==> src/rtl/vram_console_if.sv <==
// Byte-stream input and VRAM write port of the text console.
// The slave modport is the console itself; the master modport is the byte
// producer, which also observes the VRAM write strobes.
interface vram_console_if;
    logic [7:0] in_data;
    logic       in_valid;
    logic       in_ready;
    logic [9:0] v_ada;
    logic       v_cea;
    logic [7:0] v_din;

    modport slave (
        input  in_data,
        input  in_valid,
        output in_ready,
        output v_ada,
        output v_cea,
        output v_din
    );

    modport master (
        output in_data,
        output in_valid,
        input  in_ready,
        input  v_ada,
        input  v_cea,
        input  v_din
    );
endinterface

==> src/rtl/vram_console.sv <==
// Text-console writer feeding the VRAM write port.
// After reset the whole COLS x ROWS screen is filled with FILL_CHAR, then
// bytes arriving on the valid/ready stream are written at a hardware cursor
// with CR/LF handling, line wrap and erase of every newly entered row.
// Optional feature: define VRAM_CONSOLE_BS_EN to treat 0x08 as backspace.
module vram_console #(
    parameter int          COLS      = 60,
    parameter int          ROWS      = 17,
    parameter logic [7:0]  FILL_CHAR = 8'h20
) (
    input  logic                clk,
    input  logic                rst,
    vram_console_if.slave       bus,
    output logic                boot_done,
    output logic [5:0]          cur_col,
    output logic [4:0]          cur_row
);

    localparam logic [1:0] S_CLEAR  = 2'd0;
    localparam logic [1:0] S_IDLE   = 2'd1;
    localparam logic [1:0] S_WRITE  = 2'd2;
    localparam logic [1:0] S_CLRROW = 2'd3;

    localparam logic [7:0] CH_CR = 8'h0D;
    localparam logic [7:0] CH_LF = 8'h0A;
`ifdef VRAM_CONSOLE_BS_EN
    localparam logic [7:0] CH_BS = 8'h08;
`endif

    localparam logic [5:0] LAST_COL    = 6'(COLS - 1);
    localparam logic [4:0] LAST_ROW    = 5'(ROWS - 1);
    localparam logic [9:0] COLS_W      = 10'(COLS);
    localparam logic [9:0] SCREEN_LAST = 10'(COLS * ROWS - 1);

    logic [1:0] state;
    logic [9:0] clr_addr;   // full-screen clear address
    logic [5:0] clr_cnt;    // cell index within the row being erased
    logic [9:0] row_base;   // address of column 0 of the cursor row

    logic [9:0] cell_addr;
    logic       last_row;
    logic [4:0] next_row;
    logic [9:0] next_base;
`ifdef VRAM_CONSOLE_BS_EN
    logic [9:0] prev_addr;
`endif

    // Cursor address and the row/base the cursor moves to on a row advance.
    always_comb begin
        cell_addr = row_base + {4'd0, cur_col};
        last_row  = (cur_row == LAST_ROW);
        next_row  = last_row ? 5'd0  : cur_row + 5'd1;
        next_base = last_row ? 10'd0 : row_base + COLS_W;
`ifdef VRAM_CONSOLE_BS_EN
        prev_addr = cell_addr - 10'd1;
`endif
    end

    // Controller: screen clear, byte acceptance, glyph write and row erase.
    // Every output is a register; in_ready and v_cea are never both high.
    always_ff @(posedge clk) begin
        if (rst) begin
            state        <= S_CLEAR;
            clr_addr     <= '0;
            clr_cnt      <= '0;
            row_base     <= '0;
            cur_col      <= '0;
            cur_row      <= '0;
            boot_done    <= 1'b0;
            bus.in_ready <= 1'b0;
            bus.v_cea    <= 1'b0;
            bus.v_ada    <= '0;
            bus.v_din    <= '0;
        end else begin
            case (state)
                S_CLEAR: begin
                    bus.v_cea <= 1'b1;
                    bus.v_ada <= clr_addr;
                    bus.v_din <= FILL_CHAR;
                    clr_addr  <= clr_addr + 10'd1;
                    if (clr_addr == SCREEN_LAST) begin
                        state <= S_IDLE;
                    end
                end

                S_WRITE: begin
                    // The glyph write was presented last cycle; reopen input.
                    bus.v_cea    <= 1'b0;
                    bus.in_ready <= 1'b1;
                    state        <= S_IDLE;
                end

                S_CLRROW: begin
                    bus.v_cea <= 1'b1;
                    bus.v_ada <= row_base + {4'd0, clr_cnt};
                    bus.v_din <= FILL_CHAR;
                    clr_cnt   <= clr_cnt + 6'd1;
                    if (clr_cnt == LAST_COL) begin
                        state <= S_IDLE;
                    end
                end

                default: begin
                    boot_done <= 1'b1;
                    if (!bus.in_ready) begin
                        // Tail cycle after a clear: drop the strobe, open input.
                        bus.v_cea    <= 1'b0;
                        bus.in_ready <= 1'b1;
                    end else if (bus.in_valid) begin
                        if (bus.in_data == CH_CR) begin
                            cur_col   <= '0;
                            bus.v_cea <= 1'b0;
                        end else if (bus.in_data == CH_LF) begin
                            // First erase write goes out together with acceptance.
                            cur_col      <= '0;
                            cur_row      <= next_row;
                            row_base     <= next_base;
                            bus.v_cea    <= 1'b1;
                            bus.v_ada    <= next_base;
                            bus.v_din    <= FILL_CHAR;
                            clr_cnt      <= 6'd1;
                            bus.in_ready <= 1'b0;
                            state        <= S_CLRROW;
`ifdef VRAM_CONSOLE_BS_EN
                        end else if (bus.in_data == CH_BS) begin
                            // Backspace never leaves the current row.
                            if (cur_col == 6'd0) begin
                                bus.v_cea <= 1'b0;
                            end else begin
                                cur_col      <= cur_col - 6'd1;
                                bus.v_cea    <= 1'b1;
                                bus.v_ada    <= prev_addr;
                                bus.v_din    <= FILL_CHAR;
                                bus.in_ready <= 1'b0;
                                state        <= S_WRITE;
                            end
`endif
                        end else begin
                            bus.v_cea    <= 1'b1;
                            bus.v_ada    <= cell_addr;
                            bus.v_din    <= bus.in_data;
                            bus.in_ready <= 1'b0;
                            if (cur_col == LAST_COL) begin
                                // Wrap: erase of the new row starts next cycle.
                                cur_col  <= '0;
                                cur_row  <= next_row;
                                row_base <= next_base;
                                clr_cnt  <= '0;
                                state    <= S_CLRROW;
                            end else begin
                                cur_col <= cur_col + 6'd1;
                                state   <= S_WRITE;
                            end
                        end
                    end else begin
                        bus.v_cea <= 1'b0;
                    end
                end
            endcase
        end
    end

endmodule

==> src/flat_wrapper.sv <==
// flat-port wrapper written by rule: the top's interface ports become plain ports
module vram_console_flat 
#(
    parameter int          COLS      = 60,
    parameter int          ROWS      = 17,
    parameter logic [7:0]  FILL_CHAR = 8'h20
)
  (clk, rst, boot_done, cur_col, cur_row, bus_in_data, bus_in_valid, bus_in_ready, bus_v_ada, bus_v_cea, bus_v_din);
  vram_console_if bus_i ();
  input  logic clk;
  input  logic rst;
  output logic boot_done;
  output logic [5:0] cur_col;
  output logic [4:0] cur_row;
  input wire logic [$bits(bus_i.in_data)-1:0] bus_in_data;
  input wire logic [$bits(bus_i.in_valid)-1:0] bus_in_valid;
  output wire logic [$bits(bus_i.in_ready)-1:0] bus_in_ready;
  output wire logic [$bits(bus_i.v_ada)-1:0] bus_v_ada;
  output wire logic [$bits(bus_i.v_cea)-1:0] bus_v_cea;
  output wire logic [$bits(bus_i.v_din)-1:0] bus_v_din;
  assign bus_i.in_data = bus_in_data;
  assign bus_i.in_valid = bus_in_valid;
  assign bus_in_ready = bus_i.in_ready;
  assign bus_v_ada = bus_i.v_ada;
  assign bus_v_cea = bus_i.v_cea;
  assign bus_v_din = bus_i.v_din;
  vram_console #(.COLS(COLS), .ROWS(ROWS), .FILL_CHAR(FILL_CHAR)) u_core (.clk(clk), .rst(rst), .bus(bus_i), .boot_done(boot_done), .cur_col(cur_col), .cur_row(cur_row));
endmodule
==> config.mk <==
export PLATFORM = sky130hd
export DESIGN_NAME = vram_console_flat
export DESIGN_NICKNAME = d
export VERILOG_FILES = /design/src/rtl/vram_console_if.sv /design/src/rtl/vram_console.sv /design/src/flat_wrapper.sv
export SDC_FILE = /design/constraint.sdc
export NUM_CORES = 1
export LEC_CHECK = 0
export CORE_MARGIN = 5
export CORE_UTILIZATION = 30
export DETAILED_ROUTE_END_ITERATION = 10
export PLACE_DENSITY = 0.56
export SKIP_LAST_GASP = 1
export SLEW_MARGIN = 20
export SYNTH_ARGS = -nofsm -noshare
export SYNTH_HDL_FRONTEND = slang
export SYNTH_SLANG_ARGS = --single-unit
==> constraint.sdc <==
create_clock -name clk -period 2.18 [get_ports clk]
set_input_delay 0.327 -clock clk [delete_from_list [all_inputs] [get_ports clk]]
set_output_delay 0.327 -clock clk [all_outputs]
set_load 0.05 [all_outputs]
### Yosys cells after proc, flatten, opt, wreduce, memory -nomap -nowiden

Index checks and enable logic that the tools add are counted.

| storage, ports and cells | value |
|---|---|
| word-level logic and storage cells | 97 |
| bits in registers | 60 |

| operators by class | value |
|---|---|
| bitwise logic cells | 4 |
| reductions and logical operators | 20 |
| muxes and demuxes | 41 |
| add/subtract/negate cells | 7 |
| eq/ne operators | 14 |

Operators with widths:

| operator | number |
|---|---|
| two-way mux 10 bit | 7 |
| two-way mux 6 bit | 8 |
| two-way mux 8 bit | 4 |
| one-hot mux 10 bit (3 select lines) | 1 |
| adder 10 x 6 -> 10 bit | 2 |
| equality test 8 x 4 -> 1 bit (second input constant) | 2 |
| one-hot mux 8 bit (2 select lines) | 1 |
| two-way mux 5 bit | 3 |
| AND reduction 5 bit | 3 |
| adder 6 x 1 -> 6 bit (second input constant) | 2 |
| equality test 6 bit (second input constant) | 2 |
| two-way mux 2 bit | 6 |
| one-hot mux 6 bit (2 select lines) | 1 |
| adder 10 x 1 -> 10 bit (second input constant) | 1 |
| adder 10 x 6 -> 10 bit (second input constant) | 1 |
| equality test 10 bit (second input constant) | 1 |
| nonzero test 2 bit | 5 |
| nonzero test 3 bit | 3 |
| AND reduction 4 bit | 2 |
| nonzero test 4 bit | 2 |
| two-way mux 1 bit | 7 |
| one-hot mux 2 bit (3 select lines) | 1 |
| adder 5 x 1 -> 5 bit (second input constant) | 1 |
| equality test 5 bit (second input constant) | 1 |
| other kinds (11) | 19 |

### Depth between registers and ports, before layout

| logic depth | value |
|---|---|
| word-level depth | 7 |
| depth in mapped cells | 9 |
| mapped depth without buffers | 9 |

### Worst setup path before layout

Ideal clock, no wire load.

| timing path | value |
|---|---|
| path kind | register -> register |
| start | register u_core.cur_col[0] |
| end | register u_core.bus.v_ada[8] |
| buffers on the path | 0 |
| cell stages (with the launch flop) | 9 |
| data arrival time | 2.294 ns |
| period minus slack after synthesis | 2.423 ns |
| setup slack | -0.243 ns |
| cells stage by stage | dfxtp_1 -> ha_1 -> fa_1 -> a21oi_1 -> o22ai_1 -> nor2_1 -> mux2_2 -> a211oi_1 -> o41ai_1 |

| between the ends | value |
|---|---|
| longest elaborated chain between the ends | 6 |

Ends and longest elaborated chain:

| item | line | RTL |
|---|---|---|
| from (decl) | vram_console.sv:15 | `output logic [5:0] cur_col,` |
| from (signal assigned) | vram_console.sv:151 | `cur_col <= cur_col + 6'd1;` |
| adder 10 x 6 -> 10 bit | vram_console.sv:50 | `cell_addr = row_base + {4'd0, cur_col};` |
| two-way mux 10 bit | vram_console.sv:113 | `end else if (bus.in_data == CH_LF) begin` |
| two-way mux 10 bit | vram_console.sv:110 | `if (bus.in_data == CH_CR) begin` |
| two-way mux 10 bit | vram_console.sv:109 | `end else if (bus.in_valid) begin` |
| two-way mux 10 bit | vram_console.sv:105 | `if (!bus.in_ready) begin` |
| one-hot mux 10 bit (3 select lines) | vram_console.sv:75 | `case (state)` |
| to (signal assigned) | vram_console.sv:78 | `bus.v_ada <= clr_addr;` |
| to (signal assigned) | vram_console.sv:95 | `bus.v_ada <= row_base + {4'd0, clr_cnt};` |
| to (signal assigned) | vram_console.sv:119 | `bus.v_ada <= next_base;` |
| to (decl) | vram_console_if.sv:16 | `output v_ada,` |

No other way between the ends. The select of a mux whose other input is x is not followed.
A chain may end at the register's enable or synchronous reset.

### Worst setup path in the final report

| timing path | value |
|---|---|
| start | register u_core.row_base[0] |
| end | register u_core.bus.v_ada[8] |

| between the ends | value |
|---|---|
| longest elaborated chain between the ends | 7 |

Ends and longest elaborated chain:

| item | line | RTL |
|---|---|---|
| from (decl) | vram_console.sv:38 | `logic [9:0] row_base;` |
| from (signal assigned) | vram_console.sv:117 | `row_base <= next_base;` |
| from (signal assigned) | vram_console.sv:147 | `row_base <= next_base;` |
| adder 10 x 6 -> 10 bit | vram_console.sv:53 | `next_base = last_row ? 10'd0 : row_base + COLS_W;` |
| two-way mux 10 bit | vram_console.sv:53 |  |
| two-way mux 10 bit | vram_console.sv:113 |  |
| two-way mux 10 bit | vram_console.sv:110 |  |
| two-way mux 10 bit | vram_console.sv:109 |  |
| two-way mux 10 bit | vram_console.sv:105 |  |
| one-hot mux 10 bit (3 select lines) (*) | vram_console.sv:75 |  |

Mark *: on every way between the ends. The rest lies on a longest branch, timed or not. The select of a mux whose other input is x is not followed.

==> run metrics <==
FF+latch count, synth=60; Yosys top cell area share=0.315; EDFF count, synth=0; Fmax achieved=about 470 MHz; H-tree depth=3; Iteration-0 DRC Markers=341; I/O Buffers=42; met3 WL=756 um; syn_nets=503; CTS tree=built; CTS Sinks=60; Crit Path Class=flip-flop to flip-flop; Yosys warning count=0; Clk pwr share=0.344; CTS Buf Count=9; Data required, critical path=2380 ps; initial antenna violation count=0; first-pass GRT wire length=~20000 um; clock skew=just over 9 ps; Max-cap violations=0; critical path endpoint category=flip-flop; Pint=0.00258 W; fillers=~1300; CP startpoint kind=flip-flop; top routing layer used=met4; Chip Width=around 120 um; leading area contributor after synthesis=dfxtp_1; Comb pwr share=0.334; switching share of power=0.356; final instance count without filler cells=754; total wire length=12500 um; critical path arrival=approximately 2300 ps; I/O pins=between 40 and 50; worst-case clock buffer depth=2; ranking of synthesized cells by area=dfxtp_1, ha_1, nor2_1, a21oi_1, xor2_1; RSZ-0062 raised after global routing=yes; min-delay worst type=input port to flip-flop; final setup fails=0; top_reg_cell synth=dfxtp_1; post-synthesis cell count=roughly 470; clock latency on the worst-skew pair=roughly 350 ps; CTS root buf=clkbuf_16; Switch Pwr=between 0.001 and 0.0015 W; status=complete, no violations; diode count=0; Avg Inst Size Synth=8.15 um2; Final Util=0.437; sequential fraction of the synthesis area=0.315; power share of the sequential group=0.322; nets=between 600 and 700; crit path max fanout=4; leakage power=around 2.1 nW; Placer Congestion=0.890; Synth Cell Area=around 3800 um2; Routed Antenna Nets=0; Clock transition at path regs=60 ps; Routed wire per std cell=16.6 um; asr flop ratio synth=0; share of the clock period used by the worst path=0.978; final hold violation count=0; hold-fix buffer count after cts=0; max_slew headroom=0.545; Starting Density=0.304; Slew @ Worst Pin=between 600 and 700 ps; PD cells=between 700 and 800 nW/um2; Met1 Wirelength=about 5500 um; HPWL Detailed=roughly 9000 um; Die Area=between 15000 and 20000 um2; library cells used by synthesis=69; most frequent cell after synthesis=dfxtp_1; DR vias=around 4000; vias in the first global route=3945; vias per inst=between 5 and 6; synth cell count leaders=dfxtp_1, nor2_1, a21oi_1; setup TNS=0 ps; maximum number of pins on one net before global-route repair=34; register-to-register path setup slack=roughly 48 ps; CORE AREA=~13000 um2; drt drc=0; layout cell share with drive strength beyond 1=0.268; Slew Limit Fails=0; die height=123 um; Inst Count DP=735; wire length on met2=between 6000 and 7000 um; grt ovf=0; area grow syn2layout=43.7%; post-layout min period=between 2000 and 2500 ps; IR Drop Worst-Case VDD=453 uV; first-pass detailed-route iteration total=4; row cnt=~40; GRT Util Overall=0.172
sequential cells by signal, indices dropped and copies added, names as in the netlist:
| signal | cells |
|---|---|
| u_core.bus.v_ada | 10 |
| u_core.clr_addr | 10 |
| u_core.row_base | 10 |
| u_core.bus.v_din | 8 |
| u_core.clr_cnt | 6 |
| u_core.cur_col | 6 |
| u_core.cur_row | 5 |
| u_core.state | 2 |
| u_core.boot_done | 1 |
| u_core.bus.in_ready | 1 |
| u_core.bus.v_cea | 1 |
repair_timing:
item	CTS	global route
cloned	0	0
gates resized for setup	9	34
setup buffers	0	3
setup endpoints to repair	4	19
pin swaps	4	18
power groups by stage:
| stage | registers, W | logic [W] | clock network [W] |
|---|---|---|---|
| 3_5_place_dp | 0.00131 | 0.00124 | 0 |
| 2_1_floorplan | 0.00154 | 0.000535 | 0 |
| 4_1_cts | 0.00129 | 0.00126 | 0.00142 |
| 5_1_grt | 0.00130 | 0.00143 | 0.00148 |
| 3_3_place_gp | 0.00131 | 0.00123 | 0 |
| 6_report | 0.00129 | 0.00133 | 0.00138 |
worst paths after layout:
path	from	end	cells after the start
min reg2reg	u_core.bus.v_din[3]$_SDFFE_PP0P_	u_core.bus.v_din[3]$_SDFFE_PP0P_	2
max reg2reg	u_core.row_base[0]$_SDFFE_PP0P_	u_core.bus.v_ada[8]$_SDFFE_PP0P_	8
min	bus_in_data[4]	u_core.bus.v_din[4]$_SDFFE_PP0P_	3
max	u_core.row_base[0]$_SDFFE_PP0P_	u_core.bus.v_ada[8]$_SDFFE_PP0P_	8
critical path, cell delays in order, from the launching register on:
cell,delay [ps]
dfxtp_4,360
ha_2,190
fa_2,390
a21oi_4,150
o22ai_2,100
nor2_4,160
mux2_4,320
a211oi_4,200
o41ai_2,100
layout by cell type, fill, tap and decap left out, drive strengths merged, types with 4 or more instances in the layout:
master	count
ha	23
a22oi	6
nor3	12
nor2	56
or3	9
nand3	17
a31oi	5
nand3b	6
a221oi	10
and3	5
nand4	9
nor2b	6
xnor2	13
nand2	31
inv	20
clkdlybuf4s50	39
a21oi	41
o31ai	4
a21o	7
buf	82
dfxtp	60
clkbuf	11
xor2	15
a211oi	8
o21ai	28
layer usage:
| layer | vias up | global-route usage |
|---|---|---|
| met5 | - | 0 |
| met4 | 0 | 0.0623 |
| met3 | 22 | 0.0488 |
| met2 | 94 | 0.284 |
| met1 | 1870 | 0.214 |
| li1 | 1937 | - |
cell families after synthesis:
family | share of synthesized area
buffers and inverters | 0.0440
xor gates and xnor gates | 0.0644
AOI/OAI and AO/OA | 0.256
and+or+nand+nor | 0.223
muxes | 0.0108
DFF | 0.315
adders and majority gates | 0.0861
cell type report:
cell class                      count  area (um2)  share of cell area
Timing Repair Buffer              123        1050               0.193
Tap cell                          172         215              0.0393
Clock buffer                       11         254              0.0464
Sequential cell                    60        1220               0.223
Clock inverter                      5        33.8             0.00617
Inverter                           19        71.3              0.0130
Multi-Input combinational cell    364        2620               0.480
metrics by stage:
stage                     setup WS (ps)  power (W)  cell area [um2]  hold WS (ps)
after detailed placement           -339    0.00256             4960           445
after global routing              -72.7    0.00421             5470           384
after floorplan                    3.18    0.00207             3820           442
after CTS                          5.34    0.00397             5270           454
after global placement             -296    0.00254             4960           449
final                              48.1    0.00400             5470           356
No activity file was read; power rests on OpenSTA's default activity.
